===== config.mk =====
export PLATFORM = sky130hd
export DESIGN_NAME = decode_stage_flat
export DESIGN_NICKNAME = d
export VERILOG_FILES = /design/src/rtl/decode_stage_if.sv /design/src/rtl/decode_stage.sv /design/src/flat_wrapper.sv
export SDC_FILE = /design/constraint.sdc
export NUM_CORES = 1
export LEC_CHECK = 0
export BUFFER_PORTS_ARGS = -buffer_cell sky130_fd_sc_hd__buf_2
export CORE_UTILIZATION = 23
export CTS_CLUSTER_DIAMETER = 30
export DETAILED_ROUTE_END_ITERATION = 10
export PLACE_DENSITY_LB_ADDON = 0.2
export SLEW_MARGIN = 20
export SYNTH_ARGS = -nofsm -noshare
export SYNTH_HDL_FRONTEND = slang
export SYNTH_SLANG_ARGS = --single-unit

===== constraint.sdc =====
create_clock -name clk -period 7.75 [get_ports clk]
set_input_delay 1.1625 -clock clk [delete_from_list [all_inputs] [get_ports clk]]
set_output_delay 1.1625 -clock clk [all_outputs]
set_load 0.05 [all_outputs]

===== src/rtl/decode_stage_if.sv =====
// Handshake bundle between the fetch buffer, the decode stage and the register-read stage.
// master = upstream/downstream environment view, slave = the decode stage itself.
interface decode_stage_if #(
    parameter int XLEN               = 32,
    parameter int INSTRUCTION_LENGTH = 32,
    parameter int TYPE_WIDTH         = 3,
    parameter int REGISTER_WIDTH     = 5,
    parameter int FLAG_WIDTH         = 8,
    parameter int COUNT_WIDTH        = 16
) ();

    logic                          in_valid;
    logic                          in_ready;
    logic [INSTRUCTION_LENGTH-1:0] instruction;
    logic                          out_valid;
    logic                          out_ready;
    logic [TYPE_WIDTH-1:0]         out_type;
    logic [REGISTER_WIDTH-1:0]     rd;
    logic [REGISTER_WIDTH-1:0]     rs1;
    logic [REGISTER_WIDTH-1:0]     rs2;
    logic [XLEN-1:0]               imm;
    logic [FLAG_WIDTH-1:0]         flag;
    logic [COUNT_WIDTH-1:0]        decoded_count;

    modport master (
        output in_valid, instruction, out_ready,
        input  in_ready, out_valid, out_type, rd, rs1, rs2, imm, flag, decoded_count
    );

    modport slave (
        input  in_valid, instruction, out_ready,
        output in_ready, out_valid, out_type, rd, rs1, rs2, imm, flag, decoded_count
    );

endinterface


===== src/rtl/decode_stage.sv =====
// RV32I/RV64I decode stage: combinational field/immediate decode captured into a
// 2-entry (head + skid) buffer with valid/ready handshake, flush and a pop counter.
module decode_stage #(
    parameter int XLEN               = 32,
    parameter int INSTRUCTION_LENGTH = 32,
    parameter int TYPE_WIDTH         = 3,
    parameter int REGISTER_WIDTH     = 5,
    parameter int FLAG_WIDTH         = 8,
    parameter int COUNT_WIDTH        = 16
) (
    input logic           clk,
    input logic           reset_n,
    input logic           flush,
    decode_stage_if.slave bus
);

    localparam logic [1:0] EMPTY = 2'd0;
    localparam logic [1:0] ONE   = 2'd1;
    localparam logic [1:0] FULL  = 2'd2;

    localparam logic [TYPE_WIDTH-1:0] TYPE_R   = TYPE_WIDTH'(3'd0);
    localparam logic [TYPE_WIDTH-1:0] TYPE_I   = TYPE_WIDTH'(3'd1);
    localparam logic [TYPE_WIDTH-1:0] TYPE_S   = TYPE_WIDTH'(3'd2);
    localparam logic [TYPE_WIDTH-1:0] TYPE_SB  = TYPE_WIDTH'(3'd3);
    localparam logic [TYPE_WIDTH-1:0] TYPE_U   = TYPE_WIDTH'(3'd4);
    localparam logic [TYPE_WIDTH-1:0] TYPE_UJ  = TYPE_WIDTH'(3'd5);
    localparam logic [TYPE_WIDTH-1:0] TYPE_ILL = TYPE_WIDTH'(3'd7);

    localparam logic [FLAG_WIDTH-1:0] FLAG_R   = FLAG_WIDTH'(8'h07);
    localparam logic [FLAG_WIDTH-1:0] FLAG_I   = FLAG_WIDTH'(8'h0B);
    localparam logic [FLAG_WIDTH-1:0] FLAG_SSB = FLAG_WIDTH'(8'h0E);
    localparam logic [FLAG_WIDTH-1:0] FLAG_U   = FLAG_WIDTH'(8'h09);
    localparam logic [FLAG_WIDTH-1:0] FLAG_ILL = FLAG_WIDTH'(8'h80);

    localparam bit IS_RV64 = (XLEN == 64);

    typedef struct packed {
        logic [TYPE_WIDTH-1:0]     typ;
        logic [REGISTER_WIDTH-1:0] rd;
        logic [REGISTER_WIDTH-1:0] rs1;
        logic [REGISTER_WIDTH-1:0] rs2;
        logic [XLEN-1:0]           imm;
        logic [FLAG_WIDTH-1:0]     flag;
    } entryT;

    logic [INSTRUCTION_LENGTH-1:0] instrWord;
    logic [6:0]                    opcode;
    logic signed [31:0]            rawImm;
    entryT                         decWord;

    logic [1:0]             state_q, state_d;
    entryT                  head_q, head_d;
    entryT                  skid_q, skid_d;
    logic [COUNT_WIDTH-1:0] count_q, count_d;

    logic inReady;
    logic outValid;
    logic acceptWord;
    logic popWord;

    assign instrWord = bus.instruction;
    assign opcode    = instrWord[6:0];

    // Opcode classification; the two RV64-only opcodes fall through to illegal on RV32.
    always_comb begin
        decWord     = '0;
        rawImm      = '0;
        decWord.rd  = instrWord[11:7];
        decWord.rs1 = instrWord[19:15];
        decWord.rs2 = instrWord[24:20];
        decWord.typ = TYPE_ILL;
        case (opcode)
            7'b0110011:                         decWord.typ = TYPE_R;
            7'b0111011: if (IS_RV64)            decWord.typ = TYPE_R;
            7'b0010011, 7'b0000011,
            7'b1100111, 7'b1110011:             decWord.typ = TYPE_I;
            7'b0011011: if (IS_RV64)            decWord.typ = TYPE_I;
            7'b0100011:                         decWord.typ = TYPE_S;
            7'b1100011:                         decWord.typ = TYPE_SB;
            7'b0110111, 7'b0010111:             decWord.typ = TYPE_U;
            7'b1101111:                         decWord.typ = TYPE_UJ;
            default:                            decWord.typ = TYPE_ILL;
        endcase

        case (decWord.typ)
            TYPE_R: begin
                decWord.flag = FLAG_R;
            end
            TYPE_I: begin
                decWord.flag = FLAG_I;
                rawImm       = 32'($signed(instrWord[31:20]));
            end
            TYPE_S: begin
                decWord.flag = FLAG_SSB;
                rawImm       = 32'($signed({instrWord[31:25], instrWord[11:7]}));
            end
            TYPE_SB: begin
                decWord.flag = FLAG_SSB;
                rawImm       = 32'($signed({instrWord[31], instrWord[7], instrWord[30:25],
                                            instrWord[11:8], 1'b0}));
            end
            TYPE_U: begin
                decWord.flag = FLAG_U;
                rawImm       = {instrWord[31:12], 12'b0};
            end
            TYPE_UJ: begin
                decWord.flag = FLAG_U;
                rawImm       = 32'($signed({instrWord[31], instrWord[19:12], instrWord[20],
                                            instrWord[30:21], 1'b0}));
            end
            default: begin
                decWord.flag = FLAG_ILL;
            end
        endcase

        // Signed size cast widens with the sign bit, giving RV64 LUI semantics for U-type.
        decWord.imm = XLEN'(rawImm);
    end

    assign inReady    = (state_q != FULL);
    assign outValid   = (state_q != EMPTY);
    assign acceptWord = bus.in_valid & inReady;
    assign popWord    = outValid & bus.out_ready;

    // Buffer occupancy: the head always feeds the outputs, the skid only holds the second word.
    always_comb begin
        state_d = state_q;
        head_d  = head_q;
        skid_d  = skid_q;
        count_d = count_q;
        case (state_q)
            EMPTY: begin
                if (acceptWord) begin
                    head_d  = decWord;
                    state_d = ONE;
                end
            end
            ONE: begin
                if (acceptWord && popWord) begin
                    head_d = decWord;
                end else if (acceptWord) begin
                    skid_d  = decWord;
                    state_d = FULL;
                end else if (popWord) begin
                    state_d = EMPTY;
                end
            end
            FULL: begin
                if (popWord) begin
                    head_d  = skid_q;
                    state_d = ONE;
                end
            end
            default: begin
                state_d = EMPTY;
            end
        endcase

        if (popWord) begin
            count_d = count_q + COUNT_WIDTH'(1);
        end

        // A flush discards both buffered entries and the word on the input, and the pop is not counted.
        if (flush) begin
            state_d = EMPTY;
            head_d  = head_q;
            skid_d  = skid_q;
            count_d = count_q;
        end
    end

    always_ff @(posedge clk) begin
        if (!reset_n) begin
            state_q <= EMPTY;
            head_q  <= '0;
            skid_q  <= '0;
            count_q <= '0;
        end else begin
            state_q <= state_d;
            head_q  <= head_d;
            skid_q  <= skid_d;
            count_q <= count_d;
        end
    end

    assign bus.in_ready      = inReady;
    assign bus.out_valid     = outValid;
    assign bus.out_type      = head_q.typ;
    assign bus.rd            = head_q.rd;
    assign bus.rs1           = head_q.rs1;
    assign bus.rs2           = head_q.rs2;
    assign bus.imm           = head_q.imm;
    assign bus.flag          = head_q.flag;
    assign bus.decoded_count = count_q;

endmodule


===== src/flat_wrapper.sv =====
// flat-port wrapper written by rule: the top's interface ports become plain ports
module decode_stage_flat 
#(
    parameter int XLEN               = 32,
    parameter int INSTRUCTION_LENGTH = 32,
    parameter int TYPE_WIDTH         = 3,
    parameter int REGISTER_WIDTH     = 5,
    parameter int FLAG_WIDTH         = 8,
    parameter int COUNT_WIDTH        = 16
)
  (clk, reset_n, flush, bus_in_valid, bus_instruction, bus_out_ready, bus_in_ready, bus_out_valid, bus_out_type, bus_rd, bus_rs1, bus_rs2, bus_imm, bus_flag, bus_decoded_count);
  decode_stage_if #(.XLEN(XLEN), .INSTRUCTION_LENGTH(INSTRUCTION_LENGTH), .TYPE_WIDTH(TYPE_WIDTH), .REGISTER_WIDTH(REGISTER_WIDTH), .FLAG_WIDTH(FLAG_WIDTH), .COUNT_WIDTH(COUNT_WIDTH)) bus_i ();
  input logic clk;
  input logic reset_n;
  input logic flush;
  input wire logic [$bits(bus_i.in_valid)-1:0] bus_in_valid;
  input wire logic [$bits(bus_i.instruction)-1:0] bus_instruction;
  input wire logic [$bits(bus_i.out_ready)-1:0] bus_out_ready;
  output wire logic [$bits(bus_i.in_ready)-1:0] bus_in_ready;
  output wire logic [$bits(bus_i.out_valid)-1:0] bus_out_valid;
  output wire logic [$bits(bus_i.out_type)-1:0] bus_out_type;
  output wire logic [$bits(bus_i.rd)-1:0] bus_rd;
  output wire logic [$bits(bus_i.rs1)-1:0] bus_rs1;
  output wire logic [$bits(bus_i.rs2)-1:0] bus_rs2;
  output wire logic [$bits(bus_i.imm)-1:0] bus_imm;
  output wire logic [$bits(bus_i.flag)-1:0] bus_flag;
  output wire logic [$bits(bus_i.decoded_count)-1:0] bus_decoded_count;
  assign bus_i.in_valid = bus_in_valid;
  assign bus_i.instruction = bus_instruction;
  assign bus_i.out_ready = bus_out_ready;
  assign bus_in_ready = bus_i.in_ready;
  assign bus_out_valid = bus_i.out_valid;
  assign bus_out_type = bus_i.out_type;
  assign bus_rd = bus_i.rd;
  assign bus_rs1 = bus_i.rs1;
  assign bus_rs2 = bus_i.rs2;
  assign bus_imm = bus_i.imm;
  assign bus_flag = bus_i.flag;
  assign bus_decoded_count = bus_i.decoded_count;
  decode_stage #(.XLEN(XLEN), .INSTRUCTION_LENGTH(INSTRUCTION_LENGTH), .TYPE_WIDTH(TYPE_WIDTH), .REGISTER_WIDTH(REGISTER_WIDTH), .FLAG_WIDTH(FLAG_WIDTH), .COUNT_WIDTH(COUNT_WIDTH)) u_core (.clk(clk), .reset_n(reset_n), .flush(flush), .bus(bus_i));
endmodule

==> flow_metrics.tcl <==
set metrics [dict create \
    die_w_um 163 \
    cts_hold_buf 0 \
    clock-skew-final_ps 11.3 \
    internal-power_uw 1220 \
    status "finished, final reports clean" \
    die-area_um2 26500 \
    grt_pass1_wl_um 31000 \
    hold_ws_ps 449 \
    tritoncts "built" \
    dpl.hpwl_um 13900 \
    cp.required_ps 8040 \
    ir_worst_vdd_mv 0.114 \
    clkSlewWorstSetupHoldPaths_ps 60 \
    power_density_nw_per_um2 225 \
    syn_to_final_growth_pct 24.3 \
    port_buffers 109 \
    mostFrequentLayoutCell "dfxtp_1" \
    critPathLaunchType "input pin" \
    fin_tns_setup_ps 0 \
    ant_nets 0 \
    critical_path.max_fanout 22 \
    ctsResizeCount 0 \
    vias_per_cell 4.91 \
    maxSlewViolCount 0 \
    drc 0 \
    grt.total_usage 0.153 \
    drt-total-wl_um 20200 \
    fmax_mhz 286 \
    ys_types 67 \
    reg2reg_to "u_core.bus.imm[13]$_SDFFE_PN0P_" \
    power.share.combinational 0.094 \
    hold_viol 0 \
    tightest_slew_ps 1110 \
    async_flop_share 0 \
    min-delay-path-class "flop to flop" \
    yosysWarnings 0 \
    grt_setup_unrepaired "no" \
    n_antenna_cell 0 \
    criticalPathCategory "input pin to flop" \
    power.switching_uw 438 \
    leakage_uw 0.00292 \
    hold_start "u_core.skid_q[39]$_SDFFE_PN0P_" \
    numClockSinks 128 \
    antenna_found_initial 1 \
    r2r_start "u_core.state_q[0]$_SDFFE_PP0P_" \
    drt_iter0_drc 350 \
    min_to "u_core.skid_q[39]$_SDFFE_PN0P_" \
    pwr-share-seq 0.408 \
    gr-total-overflow 0 \
    synth-edff-count 0 \
    top_level_ports 113 \
    synth.avg_cell_area_um2 8.08 \
    max_slew_margin 0.255 \
    root_buffer "clkbuf_16" \
    ys_seq_area_frac 0.432 \
    cts_buffer_depth 2 \
    rows 58 \
    wl_per_cell_um 17.4 \
    initial_core_util 0.235 \
    dieHeight_um 163 \
    clockPowerShare 0.498 \
    post-route-period-util 0.451 \
    insertion_delay_ps 420 \
    grt_max_degree 57 \
    layout_common_cells "dfxtp_1, nand2_1, buf_2, o21ai_0, a21oi_1" \
    setup_viol 0 \
    r2r_setup_slack_ps 5270 \
    ys.flop_type "dfxtp_1" \
    first_pass_iters 6 \
    htreeDepth 4 \
    switching_share 0.264 \
    gp_congestion 0.819 \
    cts_buffers 17 \
    syn_inst 735 \
    maxCapViolations 0 \
    critPathCaptureType "flop" \
    drive_gt1_frac 0.203 \
    vias 5705 \
    period_needed_ps 3490 \
    worst-r2r-cell-count 6 \
    syn_area_um2 5940 \
    grt_pass1_vias 5432 \
    post-cts-setup-buffers 0 \
    fin_nets 858 \
    cp.arrival_ps 3790 \
    synth_seq_cells 128 \
    coreArea_um2 25300 \
    worstHoldPathCells 2 \
]
[cell families (layout without fill, tap and decap cells)]
family / count (synthesis) / in the layout / share of synthesized area
AOI/OAI and AO/OA: 246 / 246 / 0.276
xor gates and xnor gates: 12 / 12 / 0.0177
adders and majority gates: 3 / 3 / 0.00632
buffers and inverters: 77 / 171 / 0.0523
DFF: 128 / 128 / 0.432
muxes: 3 / 3 / 0.00506
other: 1 / 3 / 0.000632
and+or+nand+nor: 265 / 265 / 0.211
[sequential cells by signal, indices dropped and copies added, names as in the netlist]
| signal | cells |
|---|---|
| u_core.skid_q | 55 |
| u_core.bus.out_type | 3 |
| u_core.bus.rs2 | 5 |
| u_core.bus.imm | 32 |
| u_core.bus.decoded_count | 16 |
| u_core.state_q | 2 |
| u_core.bus.rs1 | 5 |
| u_core.bus.rd | 5 |
| u_core.bus.flag | 5 |
[worst max path at each step]
stage / start / to / slack [ps] / depth (start not counted)
finish: bus_instruction[3] / u_core.bus.imm[2]$_SDFFE_PN0P_ / 4260 / 10
global route: bus_instruction[3] / u_core.bus.imm[23]$_SDFFE_PN0P_ / 4090 / 8
CTS: bus_instruction[3] / u_core.bus.imm[2]$_SDFFE_PN0P_ / 4310 / 10
detailed placement: bus_instruction[3] / u_core.bus.imm[20]$_SDFFE_PN0P_ / 3870 / 8
global placement: bus_instruction[3] / u_core.bus.imm[22]$_SDFFE_PN0P_ / 3920 / 8
floorplan: bus_instruction[3] / u_core.skid_q[10]$_SDFFE_PN0P_ / 4290 / 10
[synth_stat cells, types with 6 or more instances]
library cell / n / share of area
a21oi_1: 60 / 0.051
buf_2: 8 / 0.0067
o21ai_0: 69 / 0.058
nand2_1: 120 / 0.076
a22o_1: 14 / 0.021
dfxtp_1: 128 / 0.43
clkbuf_1: 47 / 0.030
a21boi_0: 11 / 0.014
nor4_1: 6 / 0.0063
o2111ai_1: 9 / 0.013
o211ai_1: 8 / 0.010
inv_1: 15 / 0.0095
nand3_1: 31 / 0.026
nor2_1: 38 / 0.024
a21o_1: 9 / 0.011
nand4_1: 18 / 0.019
xnor2_1: 8 / 0.012
a31oi_1: 9 / 0.0095
nor3_1: 17 / 0.014
a311oi_1: 16 / 0.024
[critical path, stage by stage]
cell      delay (ps)
buf_2            140
or3b_1           370
a21o_1           330
ha_1             370
inv_1            160
o31ai_1          120
a211oi_2         230
buf_4            280
and4bb_2         310
a221o_1          300
[stage by stage]
| step | util | total power (µW) | worst slack (ps) | std cells | cell area, µm² |
|---|---|---|---|---|---|
| 6_report | 0.292 | 1660 | 4260 | 1161 | 7380 |
| 5_1_grt | 0.292 | 1720 | 4090 | 1161 | 7380 |
| 4_1_cts | 0.292 | 1680 | 4310 | 1161 | 7380 |
| 3_5_place_dp | 0.268 | 850 | 3870 | 1129 | 6780 |
| 3_3_place_gp | 0.268 | 850 | 3920 | 1129 | 6780 |
| 2_1_floorplan | - | 792 | 4290 | 737 | 5950 |
[metal layers]
layer | share of wire | wire, µm | up-vias | track usage
met5 | 0.00049 | 10 | - | 0
met3 | 0.048 | 974 | 18 | 0.0362
met2 | 0.45 | 9090 | 153 | 0.237
li1 | - | - | 2827 | -
met1 | 0.49 | 9910 | 2705 | 0.209
met4 | 0.012 | 237 | 2 | 0.0450
[final cells by class]
type	count	area, µm²
sequential	128	2560
multi-input combinational	532	3100
tap	330	413
timing repair buffer	121	636
clock buffer	19	443
inverter	18	67.6
clock inverter	13	163
fill	2798	17900
[power by group through the flow]
stage                     Clock (µW)  Combinational, µW  Sequential, µW
after floorplan                    0               63.7             729
after global placement             0                158             692
after detailed placement           0                158             692
after CTS                        844                158             678
after global routing             877                168             679
final                            826                156             678
No activity file was read; power rests on OpenSTA's default activity.
